==> src/rtl/dmem_arb_pkg.sv <==
// Shared types for the data-memory arbiter: FSM states, requester ids, latched transaction
// record and the byte-lane merge used by read-modify-write stores.
package dmem_arb_pkg;

    typedef enum logic [1:0] {
        IDLE   = 2'd0,
        ACCESS = 2'd1,
        MERGE  = 2'd2,
        RESP   = 2'd3
    } arb_state_e;

    typedef enum logic {
        REQ_C = 1'b0,
        REQ_L = 1'b1
    } req_id_e;

    // The low two address bits are always zero for a granted access, so only the word index is kept.
    typedef struct packed {
        req_id_e     id;
        logic        we;
        logic [29:0] waddr;
        logic [31:0] wdata;
        logic [3:0]  be;
    } txn_t;

    function automatic logic [31:0] merge_bytes(input logic [31:0] old_word,
                                                input logic [31:0] new_word,
                                                input logic [3:0]  be);
        logic [31:0] res;
        for (int b = 0; b < 4; b++) begin
            res[8*b +: 8] = be[b] ? new_word[8*b +: 8] : old_word[8*b +: 8];
        end
        return res;
    endfunction

endpackage

==> src/rtl/dmem_arbiter_if.sv <==
// Bundle of the two requester ports (C = CPU load/store unit, L = UART loader) and the
// single-port data-memory port; the arbiter uses the slave view, the environment the master view.
interface dmem_arbiter_if;

    logic        c_req;
    logic        c_we;
    logic [31:0] c_addr;
    logic [31:0] c_wdata;
    logic [3:0]  c_be;
    logic [31:0] c_rdata;
    logic        c_ack;
    logic        c_err;

    logic        l_req;
    logic        l_we;
    logic [31:0] l_addr;
    logic [31:0] l_wdata;
    logic [3:0]  l_be;
    logic [31:0] l_rdata;
    logic        l_ack;
    logic        l_err;

    logic        m_read;
    logic        m_write;
    logic [31:0] m_addr;
    logic [31:0] m_din;
    logic [31:0] m_dout;

    modport slave (
        input  c_req, c_we, c_addr, c_wdata, c_be,
        output c_rdata, c_ack, c_err,
        input  l_req, l_we, l_addr, l_wdata, l_be,
        output l_rdata, l_ack, l_err,
        output m_read, m_write, m_addr, m_din,
        input  m_dout
    );

    modport master (
        output c_req, c_we, c_addr, c_wdata, c_be,
        input  c_rdata, c_ack, c_err,
        output l_req, l_we, l_addr, l_wdata, l_be,
        input  l_rdata, l_ack, l_err,
        input  m_read, m_write, m_addr, m_din,
        output m_dout
    );

endinterface

==> src/rtl/dmem_rr_picker.sv <==
// Two-way round-robin picker: the pointer names the side favoured on contention and moves to
// the opposite side of whichever requester was just served.
module dmem_rr_picker
    import dmem_arb_pkg::*;
#(
    parameter bit RST_PRIO = 1'b0
) (
    input  logic     clk,
    input  logic     rst_n,
    input  logic [1:0] req_i,        // bit 0 = C, bit 1 = L
    input  logic     done_i,
    input  req_id_e  done_id_i,
    output logic     grant_valid_o,
    output req_id_e  grant_id_o
);

    req_id_e ptr_q, ptr_d;

    // NOTE: every always_comb output gets a default first, so no path can leave it unassigned and infer a latch.
    always_comb begin
        grant_valid_o = |req_i;
        grant_id_o    = ptr_q;
        if (req_i == 2'b01) begin
            grant_id_o = REQ_C;
        end else if (req_i == 2'b10) begin
            grant_id_o = REQ_L;
        end
    end

    always_comb begin
        ptr_d = ptr_q;
        if (done_i) begin
            ptr_d = (done_id_i == REQ_C) ? REQ_L : REQ_C;
        end
    end

    // NOTE: state registers use non-blocking assignment so every flop samples pre-edge values.
    always_ff @(posedge clk or negedge rst_n) begin
        if (!rst_n) begin
            ptr_q <= req_id_e'(RST_PRIO);
        end else begin
            ptr_q <= ptr_d;
        end
    end

endmodule

==> src/rtl/dmem_arbiter.sv <==
// Round-robin arbiter sharing one single-port word memory between the CPU (C) and loader (L).
// Define DMEM_ARB_RMW_EN to enable byte-lane stores via read-modify-write.
module dmem_arbiter
    import dmem_arb_pkg::*;
#(
    parameter int ADDR_W   = 16,
    parameter bit RST_PRIO = 1'b0
) (
    input  logic          clk,
    input  logic          rst_n,
    dmem_arbiter_if.slave bus,
    output logic          busy_o
);

    arb_state_e  state_q, state_d;
    txn_t        txn_q, txn_d;
    logic        err_q, err_d;
    logic [31:0] rdata_c_q, rdata_c_d;
    logic [31:0] rdata_l_q, rdata_l_d;
    logic [31:0] old_q, old_d;

    logic        grant_valid;
    req_id_e     grant_id;
    txn_t        req_txn;
    logic [31:0] req_addr;
    logic        req_bad;
    logic        partial_store;
    logic [31:0] word_addr;

    dmem_rr_picker #(
        .RST_PRIO (RST_PRIO)
    ) u_picker (
        .clk           (clk),
        .rst_n         (rst_n),
        .req_i         ({bus.l_req, bus.c_req}),
        .done_i        (state_q == RESP),
        .done_id_i     (txn_q.id),
        .grant_valid_o (grant_valid),
        .grant_id_o    (grant_id)
    );

    always_comb begin
        req_txn.id    = REQ_C;
        req_txn.we    = bus.c_we;
        req_txn.wdata = bus.c_wdata;
        req_txn.be    = bus.c_be;
        req_addr      = bus.c_addr;
        if (grant_id == REQ_L) begin
            req_txn.id    = REQ_L;
            req_txn.we    = bus.l_we;
            req_txn.wdata = bus.l_wdata;
            req_txn.be    = bus.l_be;
            req_addr      = bus.l_addr;
        end
        req_txn.waddr = req_addr[31:2];
        req_bad       = ((req_addr >> ADDR_W) != 32'd0) || (req_addr[1:0] != 2'b00);
    end

`ifdef DMEM_ARB_RMW_EN
    assign partial_store = txn_q.we && (txn_q.be != 4'hF) && (txn_q.be != 4'h0);
`else
    assign partial_store = 1'b0;
`endif

    assign word_addr = {txn_q.waddr, 2'b00};

    always_comb begin
        state_d     = state_q;
        txn_d       = txn_q;
        err_d       = err_q;
        rdata_c_d   = rdata_c_q;
        rdata_l_d   = rdata_l_q;
        old_d       = old_q;
        bus.m_read  = 1'b0;
        bus.m_write = 1'b0;
        bus.m_addr  = 32'd0;
        bus.m_din   = 32'd0;

        unique case (state_q)
            IDLE: begin
                if (grant_valid) begin
                    txn_d   = req_txn;
                    err_d   = req_bad;
                    state_d = req_bad ? RESP : ACCESS;
                end
            end
            ACCESS: begin
                bus.m_addr = word_addr;
                state_d    = RESP;
                if (!txn_q.we) begin
                    bus.m_read = 1'b1;
                    if (txn_q.id == REQ_C) begin
                        rdata_c_d = bus.m_dout;
                    end else begin
                        rdata_l_d = bus.m_dout;
                    end
                end else if (partial_store) begin
                    bus.m_read = 1'b1;
                    old_d      = bus.m_dout;
                    state_d    = MERGE;
                end else begin
                    // Without RMW any nonzero byte-enable is a full-word write; be == 0 is a no-op store.
                    bus.m_write = (txn_q.be != 4'h0);
                    bus.m_din   = txn_q.wdata;
                end
            end
            MERGE: begin
                bus.m_addr  = word_addr;
                bus.m_write = 1'b1;
                bus.m_din   = merge_bytes(old_q, txn_q.wdata, txn_q.be);
                state_d     = RESP;
            end
            RESP: begin
                state_d = IDLE;
            end
            default: begin
                state_d = IDLE;
            end
        endcase
    end

    always_ff @(posedge clk or negedge rst_n) begin
        if (!rst_n) begin
            state_q   <= IDLE;
            err_q     <= 1'b0;
            rdata_c_q <= 32'd0;
            rdata_l_q <= 32'd0;
        end else begin
            state_q   <= state_d;
            err_q     <= err_d;
            rdata_c_q <= rdata_c_d;
            rdata_l_q <= rdata_l_d;
        end
    end

    // NOTE: payload registers need no reset; they are only observed while state_q qualifies them.
    always_ff @(posedge clk) begin
        txn_q <= txn_d;
        old_q <= old_d;
    end

    assign bus.c_ack   = (state_q == RESP) && (txn_q.id == REQ_C);
    assign bus.l_ack   = (state_q == RESP) && (txn_q.id == REQ_L);
    assign bus.c_err   = bus.c_ack && err_q;
    assign bus.l_err   = bus.l_ack && err_q;
    assign bus.c_rdata = rdata_c_q;
    assign bus.l_rdata = rdata_l_q;
    assign busy_o      = (state_q != IDLE);

endmodule
==> src/flat_wrapper.sv <==
// flat-port wrapper written by rule: the top's interface ports become plain ports
module dmem_arbiter_flat import dmem_arb_pkg::*;
#(
    parameter int ADDR_W   = 16,
    parameter bit RST_PRIO = 1'b0
)
  (clk, rst_n, busy_o, bus_c_req, bus_c_we, bus_c_addr, bus_c_wdata, bus_c_be, bus_c_rdata, bus_c_ack, bus_c_err, bus_l_req, bus_l_we, bus_l_addr, bus_l_wdata, bus_l_be, bus_l_rdata, bus_l_ack, bus_l_err, bus_m_read, bus_m_write, bus_m_addr, bus_m_din, bus_m_dout);
  dmem_arbiter_if bus_i ();
  input  logic clk;
  input  logic rst_n;
  output logic busy_o;
  input wire logic [$bits(bus_i.c_req)-1:0] bus_c_req;
  input wire logic [$bits(bus_i.c_we)-1:0] bus_c_we;
  input wire logic [$bits(bus_i.c_addr)-1:0] bus_c_addr;
  input wire logic [$bits(bus_i.c_wdata)-1:0] bus_c_wdata;
  input wire logic [$bits(bus_i.c_be)-1:0] bus_c_be;
  output wire logic [$bits(bus_i.c_rdata)-1:0] bus_c_rdata;
  output wire logic [$bits(bus_i.c_ack)-1:0] bus_c_ack;
  output wire logic [$bits(bus_i.c_err)-1:0] bus_c_err;
  input wire logic [$bits(bus_i.l_req)-1:0] bus_l_req;
  input wire logic [$bits(bus_i.l_we)-1:0] bus_l_we;
  input wire logic [$bits(bus_i.l_addr)-1:0] bus_l_addr;
  input wire logic [$bits(bus_i.l_wdata)-1:0] bus_l_wdata;
  input wire logic [$bits(bus_i.l_be)-1:0] bus_l_be;
  output wire logic [$bits(bus_i.l_rdata)-1:0] bus_l_rdata;
  output wire logic [$bits(bus_i.l_ack)-1:0] bus_l_ack;
  output wire logic [$bits(bus_i.l_err)-1:0] bus_l_err;
  output wire logic [$bits(bus_i.m_read)-1:0] bus_m_read;
  output wire logic [$bits(bus_i.m_write)-1:0] bus_m_write;
  output wire logic [$bits(bus_i.m_addr)-1:0] bus_m_addr;
  output wire logic [$bits(bus_i.m_din)-1:0] bus_m_din;
  input wire logic [$bits(bus_i.m_dout)-1:0] bus_m_dout;
  assign bus_i.c_req = bus_c_req;
  assign bus_i.c_we = bus_c_we;
  assign bus_i.c_addr = bus_c_addr;
  assign bus_i.c_wdata = bus_c_wdata;
  assign bus_i.c_be = bus_c_be;
  assign bus_c_rdata = bus_i.c_rdata;
  assign bus_c_ack = bus_i.c_ack;
  assign bus_c_err = bus_i.c_err;
  assign bus_i.l_req = bus_l_req;
  assign bus_i.l_we = bus_l_we;
  assign bus_i.l_addr = bus_l_addr;
  assign bus_i.l_wdata = bus_l_wdata;
  assign bus_i.l_be = bus_l_be;
  assign bus_l_rdata = bus_i.l_rdata;
  assign bus_l_ack = bus_i.l_ack;
  assign bus_l_err = bus_i.l_err;
  assign bus_m_read = bus_i.m_read;
  assign bus_m_write = bus_i.m_write;
  assign bus_m_addr = bus_i.m_addr;
  assign bus_m_din = bus_i.m_din;
  assign bus_i.m_dout = bus_m_dout;
  dmem_arbiter #(.ADDR_W(ADDR_W), .RST_PRIO(RST_PRIO)) u_core (.clk(clk), .rst_n(rst_n), .bus(bus_i), .busy_o(busy_o));
endmodule
==> config.mk <==
export PLATFORM = sky130hd
export DESIGN_NAME = dmem_arbiter_flat
export DESIGN_NICKNAME = d
export VERILOG_FILES = /design/src/rtl/dmem_arb_pkg.sv /design/src/rtl/dmem_arbiter_if.sv /design/src/rtl/dmem_rr_picker.sv /design/src/rtl/dmem_arbiter.sv /design/src/flat_wrapper.sv
export SDC_FILE = /design/constraint.sdc
export NUM_CORES = 1
export LEC_CHECK = 0
export ABC_AREA = 1
export CORE_MARGIN = 10
export CORE_UTILIZATION = 41
export DETAILED_ROUTE_END_ITERATION = 12
export PLACE_DENSITY_LB_ADDON = 0.1
export SETUP_SLACK_MARGIN = 0.2
export SKIP_LAST_GASP = 1
export SYNTH_ARGS = -nofsm -noshare
export SYNTH_HDL_FRONTEND = slang
export SYNTH_SLANG_ARGS = --single-unit
==> constraint.sdc <==
create_clock -name clk -period 5.7 [get_ports clk]
set_clock_uncertainty 0.15 [all_clocks]
set_input_delay 1.14 -clock clk [delete_from_list [all_inputs] [get_ports clk]]
set_output_delay 1.14 -clock clk [all_outputs]
set_load 0.05 [all_outputs]
==> flow_summary.json, run 1 <==
{
  "worstReg2RegStart": "u_core.state_q[0]$_DFFE_PN0P_",
  "synth_fa_ha_area_share_pct": 1.01,
  "drt_pre_antenna_iters": 4,
  "post-dp-hpwl_um": 15200,
  "p_switching_mw": 3.12,
  "status": "finished clean",
  "power.density_nw_per_um2": 630,
  "grt_pass1_wl_um": 30700,
  "placed_cell_area_sq_um": 9360,
  "fin_area_sq_um": 9900,
  "avgSynthCellArea_sq_um": 8.52,
  "diodes": 0,
  "setup_viol": 0,
  "cp_max_fo": 33,
  "worstPathRequired_ns": 4.41,
  "end_kind": "primary output",
  "ys.flop_type": "edfxtp_1",
  "worst_setup_path_start_kind": "flip-flop",
  "regArea_sq_um": 3740,
  "portBuffers": 306,
  "p_leak_nw": 4.71,
  "worstMarginPinSlew_ns": 1.02,
  "htree_levels": 4,
  "synthXorXnorAreaFrac_pct": 0,
  "max_freq_mhz": 244,
  "synthMuxAreaShare_pct": 0,
  "synth_cells": 724,
  "r2r_slack_ns": 3.22,
  "critPathArrivalTime_ns": 2.82,
  "die_y_um": 143,
  "period_minus_slack_ns": 4.11,
  "reg2reg_depth": 5,
  "drtIter0Drc": 328,
  "die_area_sq_um": 20300,
  "io_pins": 309,
  "maxCapViolCount": 0,
  "post-cts-setup-buffers": 0,
  "hold-path-cell-count": 2,
  "coreArea_sq_um": 14600,
  "setup.worst_path.class": "flip-flop to primary output",
  "grt_max_degree": 72,
  "max-vdd-ir-drop_v": 0.000357,
  "cts-root-buf": "clkbuf_16",
  "hold_viol_final": 0,
  "fin_nets": 1202,
  "antenna_found_initial": 0,
  "grt_pass1_vias": 5531,
  "sequentialPowerShare_pct": 25.6,
  "initial_utilization_pct": 42.1,
  "synth_edf_count": 68,
  "area_delta_synth_final_pct": 60.5,
  "wl_um": 20100,
  "clock-sinks": 136,
  "synth_seq_cells": 136,
  "grt_usage_pct": 19.4,
  "cp_num_buf_inv": 4,
  "wl_per_cell_um": 16.5,
  "std_cell_rows": 44,
  "tns_ns": 0,
  "gp_congestion": 0.790,
  "num_vias": 5517,
  "cts_buffers": 17,
  "slew-limit-headroom_pct": 32.0,
  "ys_seq_area_share_pct": 60.7,
  "maxSlewViolCount": 0,
  "path_clk_slew_ns": 0.06,
  "yosys.area_share.simple_pct": 23.0,
  "hold_class": "flip-flop to flip-flop",
  "drc": 0,
  "hold_end": "u_core.bus.c_rdata[1]$_DFFE_PN0P_",
  "drive_above_1_share_pct": 4.63,
  "pwr-share-comb_pct": 58.3,
  "slowest_delay_ns": 0.83,
  "clock_power_share_pct": 16.1,
  "cp_common_cell": "buf_4",
  "cts_tree": "done",
  "die-width_um": 143,
  "ant_nets": 0,
  "critical-path-top-delay-family": "buffers and inverters",
  "path_cells": "inv_1, ha_1, buf_4, o21ai_2, buf_4, nor2_1, clkdlybuf4s50_1",
  "timing.rr.end": "u_core.txn_q[45]$_DFFE_PP_",
  "rsz0062_at_grt": "no",
  "multiInputGateArea_sq_um": 1860,
  "synth_cell_types": 20,
  "synth_top_family_by_area": "simple AND/OR/NAND/NOR gates",
  "switching_share_pct": 50.1,
  "final_util_pct": 67.6,
  "grt-ovfl-total": 0,
  "p_int_mw": 3.12,
  "finalCritPeriodShare_pct": 72.0,
  "vias_per_cell": 4.52,
  "cts_buffer_depth": 2,
  "synth_compound_area_share_pct": 5.84,
  "synthArstFlopShare_pct": 50.0,
  "min_from": "u_core.bus.c_rdata[1]$_DFFE_PN0P_",
  "postCtsHoldBufs": 0,
  "post_cts_resized": 0,
  "netlist_area_sq_um": 6170,
  "yosys_warnings": 0,
  "clock_latency_ns": 0.41,
  "n_fill_cell": 1223,
  "critPathSlowestCell": "clkdlybuf4s50_1"
}
final cells by class:
cell class	instances	area share, %
clock buffer	18	4.33
clock inverter	14	1.15
inverter	111	4.21
multi-input combinational	445	18.8
sequential	136	37.8
tap	184	2.33
timing repair buffer	312	31.3
per-stage QoR:
stage / power (mW) / hold slack, ns / std cells / worst slack [ns]
CTS: 6.31 / 0.337 / 1220 / 1.55
global placement: 5.25 / 0.314 / 1188 / 2.07
finish: 6.24 / 0.329 / 1220 / 1.59
detailed placement: 5.29 / 0.322 / 1188 / 2.00
floorplan: 3.97 / 0.347 / 725 / 0.943
global route: 6.58 / 0.358 / 1220 / 1.42
sequential cells by signal, indices dropped and copies added, names as in the netlist:
name,flops
u_core.err_q,1
u_core.bus.c_rdata,32
u_core.state_q,2
u_core.txn_q,68
u_core.u_picker.ptr_q,1
u_core.bus.l_rdata,32
layout by cell type, fill, tap and decap left out, types with 3 or more instances in the layout:
cell type        count
buf_4                6
nor2_1              48
edfxtp_1            68
clkinv_4             4
nand2_4              3
dfrtp_1             68
nand2_1            297
inv_6                4
inv_1              110
o21ai_0             65
ha_1                 5
nor3_1               3
clkbuf_16           17
o21ai_1              4
clkdlybuf4s50_1    305
nand3_1             10
kinds of logic after synthesis:
group / after synthesis
buf+inv: 144
flops: 136
fa+ha+maj: 5
compound gates: 72
simple gates: 366
other cells: 1
per-layer routing:
layer | share of wire, % | track usage (%) | vias up
li1 | - | - | 2798
met1 | 39 | 21.6 | 2479
met2 | 49 | 32.9 | 220
met3 | 11 | 8.52 | 20
met4 | 1.6 | 6.03 | 0
met5 | 0 | 0 | -
tightest hold or removal path: cells and delay by family (launching register included):
| family | cells | cell delay [ns] |
|---|---|---|
| flops | 1 | 0.34 |
| simple gates | 1 | 0.05 |
| compound gates | 1 | 0.05 |
Yosys cell counts, types with 2 or more instances:
| cell | number | area (sq um) |
|---|---|---|
| o21ai_1 | 5 | 25.0 |
| dfrtp_1 | 68 | 1700 |
| nor2_1 | 49 | 184 |
| buf_4 | 2 | 15.0 |
| a21oi_1 | 2 | 10.0 |
| o21ai_0 | 65 | 325 |
| or2_2 | 2 | 12.5 |
| buf_2 | 5 | 25.0 |
| nand3_1 | 10 | 50.1 |
| clkbuf_1 | 23 | 86.3 |
| inv_1 | 110 | 413 |
| buf_6 | 3 | 33.8 |
| edfxtp_1 | 68 | 2040 |
| nor3_1 | 3 | 15.0 |
| nand2_1 | 298 | 1120 |
| ha_1 | 5 | 62.6 |
| nand2_4 | 3 | 33.8 |
power by group through the flow:
stage          sequential (mW)  combinational (mW)  clock (mW)
4_1_cts                   1.60                3.69        1.02
3_5_place_dp              1.61                3.68           0
3_3_place_gp              1.60                3.64           0
5_1_grt                   1.64                3.87        1.07
2_1_floorplan             2.40                1.57           0
6_report                  1.60                3.64        1.00
worst max-delay path by stage:
stage | cells after the start | slack (ns) | to | from
5_1_grt | 7 | 1.42 | bus_m_din[11] | u_core.state_q[1]$_DFFE_PN0P_
2_1_floorplan | 2 | 0.94 | u_core.txn_q[0]$_DFFE_PP_ | bus_l_req
3_5_place_dp | 7 | 2.00 | bus_m_write | u_core.state_q[1]$_DFFE_PN0P_
3_3_place_gp | 7 | 2.07 | bus_m_write | u_core.state_q[0]$_DFFE_PN0P_
4_1_cts | 7 | 1.55 | bus_m_din[11] | u_core.state_q[1]$_DFFE_PN0P_
6_report | 7 | 1.59 | bus_m_din[11] | u_core.state_q[0]$_DFFE_PN0P_
(Power assumes the default switching activity.)
==> run 2: changes to the inputs <==
==> constraint.sdc (replaced) <==
create_clock -name clk -period 4 [get_ports clk]
set_clock_uncertainty 0.15 [all_clocks]
set_input_delay 0.8 -clock clk [delete_from_list [all_inputs] [get_ports clk]]
set_output_delay 0.8 -clock clk [all_outputs]
set_load 0.05 [all_outputs]
==> run 2 against run 1 <==
Net effect:
- clock power rose by 59%
- first-iteration DRC count fell by 4.9%
- non-clock buffer count rose by 1
- die area did not move
- setup slack got worse by 1.1 ns
- cell area rose by 0.20%
- critical path type unchanged
- utilization rose by 0.14 points
- sequential cell count did not move
==> flow_summary.json, run 2 (synthesis results as in run 1) <==
{
  "coreArea_sq_um": 14600,
  "wl_met2_um": 9870,
  "clock_latency_ns": 0.41,
  "path_cells": "inv_1, ha_1, buf_4, nand2_1, inv_1, clkdlybuf4s50_1",
  "area_delta_synth_final_pct": 60.9,
  "cts_buffer_depth": 2,
  "status": "finished clean",
  "hold_viol_final": 0,
  "wl_per_cell_um": 16.3,
  "grt_pass1_wl_um": 30000,
  "post_cts_resized": 0,
  "wl_um": 20000,
  "num_vias": 5527,
  "cp_common_cell": "inv_1",
  "drtIter0Drc": 312,
  "drc": 0,
  "total_power_mw": 9.01,
  "end_kind": "primary output",
  "final_cell_mix": "nand2_1 (296), clkdlybuf4s50_1 (276), inv_1 (110)",
  "timing.rr.end": "u_core.bus.l_rdata[16]$_DFFE_PN0P_",
  "critPathSlowestCell": "clkdlybuf4s50_1",
  "die_area_sq_um": 20300,
  "fin_nets": 1203,
  "worstReg2RegStart": "u_core.state_q[1]$_DFFE_PN0P_",
  "grt_pass1_vias": 5558,
  "layout_setup_ws_ns": 0.516,
  "post-dp-hpwl_um": 15100,
  "slew-limit-headroom_pct": 30.7,
  "crit_path_end": "bus_m_addr[8]",
  "io_pins": 309,
  "setup_viol": 0,
  "grt-ovfl-total": 0,
  "vias_per_cell": 4.52,
  "cts-root-buf": "clkbuf_16",
  "cts_buffers": 17,
  "finalCritPeriodShare_pct": 87.1,
  "die-width_um": 143,
  "path_clk_slew_ns": 0.06,
  "critPathArrivalTime_ns": 2.53,
  "post-cts-setup-buffers": 0,
  "worst_setup_path_start_kind": "flip-flop",
  "setup.worst_path.class": "flip-flop to primary output",
  "portBuffers": 306,
  "postCtsHoldBufs": 0,
  "initial_utilization_pct": 42.1,
  "drive_above_1_share_pct": 7.62,
  "cts_tree": "done",
  "max_freq_mhz": 287,
  "worstPathRequired_ns": 3.05,
  "grt_usage_pct": 19.2,
  "grt_max_degree": 65,
  "maxCapViolCount": 0,
  "cp_max_fo": 31,
  "drt_pre_antenna_iters": 5,
  "antenna_found_initial": 2,
  "hold_class": "flip-flop to flip-flop",
  "worstMarginPinSlew_ns": 1.04,
  "reg2reg_depth": 7,
  "n_fill_cell": 1213,
  "top_layer": "met4",
  "layout_commonest_cell": "nand2_1",
  "registers.top_by_ff_count": "u_core.txn_q",
  "power.density_nw_per_um2": 908,
  "period_minus_slack_ns": 3.48,
  "wl_met3_um": 2320,
  "maxSlewViolCount": 0,
  "slowest_delay_ns": 0.82,
  "ant_nets": 0,
  "gp_congestion": 0.812,
  "tns_ns": 0,
  "largest_reg_flops": 68,
  "dp_cells": 1189,
  "final_cells": 1223,
  "place_ws_ns": 0.827,
  "htree_levels": 4,
  "rsz0062_at_grt": "no",
  "max-vdd-ir-drop_v": 0.000464,
  "startpoint": "u_core.state_q[1]$_DFFE_PN0P_",
  "wl_met1_um": 7340,
  "clock-sinks": 136,
  "die_y_um": 143,
  "std_cell_rows": 44,
  "r2r_slack_ns": 1.71,
  "p_leak_nw": 4.81
}
[run 2: worst max-delay path: cells and delay by family (launching register included)]
family,cells,cell delay (ns)
flops,1,0.40
simple gates,1,0.10
fa+ha+maj,1,0.31
buf+inv,4,1.29
[run 2: power by group]
part / total, mW / switching (mW) / internal [mW]
Combinational: 5.15 / 3.60 / 1.54
Clock: 1.59 / 0.613 / 0.973
Sequential: 2.28 / 0.220 / 2.06
Total: 9.01 / 4.44 / 4.57
[run 2: area by class of cell]
class	instances	area [sq um]	share of cell area, %
repair buffers	313	3050	30.7
multi-input cells	445	1870	18.8
diodes	2	5.00	0.0504
clock inverters	11	104	1.05
flip-flops and latches	136	3740	37.7
clock buffers	21	504	5.08
well taps	184	230	2.32
inverters	111	417	4.20
[run 2: how the worst min path moves through the flow]
stage	start	end	slack [ns]	cells after the start
after detailed placement	u_core.bus.c_rdata[29]$_DFFE_PN0P_	u_core.bus.c_rdata[29]$_DFFE_PN0P_	0.32	2
after global routing	u_core.bus.c_rdata[5]$_DFFE_PN0P_	u_core.bus.c_rdata[5]$_DFFE_PN0P_	0.36	2
after CTS	u_core.bus.c_rdata[29]$_DFFE_PN0P_	u_core.bus.c_rdata[29]$_DFFE_PN0P_	0.34	2
after floorplan	rst_n	u_core.bus.c_rdata[0]$_DFFE_PN0P_	0.35	0
final	u_core.bus.l_rdata[8]$_DFFE_PN0P_	u_core.bus.l_rdata[8]$_DFFE_PN0P_	0.33	2
after global placement	u_core.bus.c_rdata[1]$_DFFE_PN0P_	u_core.bus.c_rdata[1]$_DFFE_PN0P_	0.31	2
[run 2: layer usage]
metal	up-vias	GRT usage, %
met4	0	6.84
met5	-	0
met3	24	9.82
li1	2807	-
met1	2463	20.4
met2	233	32.1
[run 2: through the flow]
stage                     utilization [%]  instance area (sq um)  hold WS (ns)
after floorplan                         -                   6170         0.347
final                                67.7                   9920         0.332
after global placement               63.6                   9310         0.314
after global routing                 67.7                   9920         0.359
after detailed placement             63.6                   9310         0.322
after CTS                            67.7                   9920         0.337
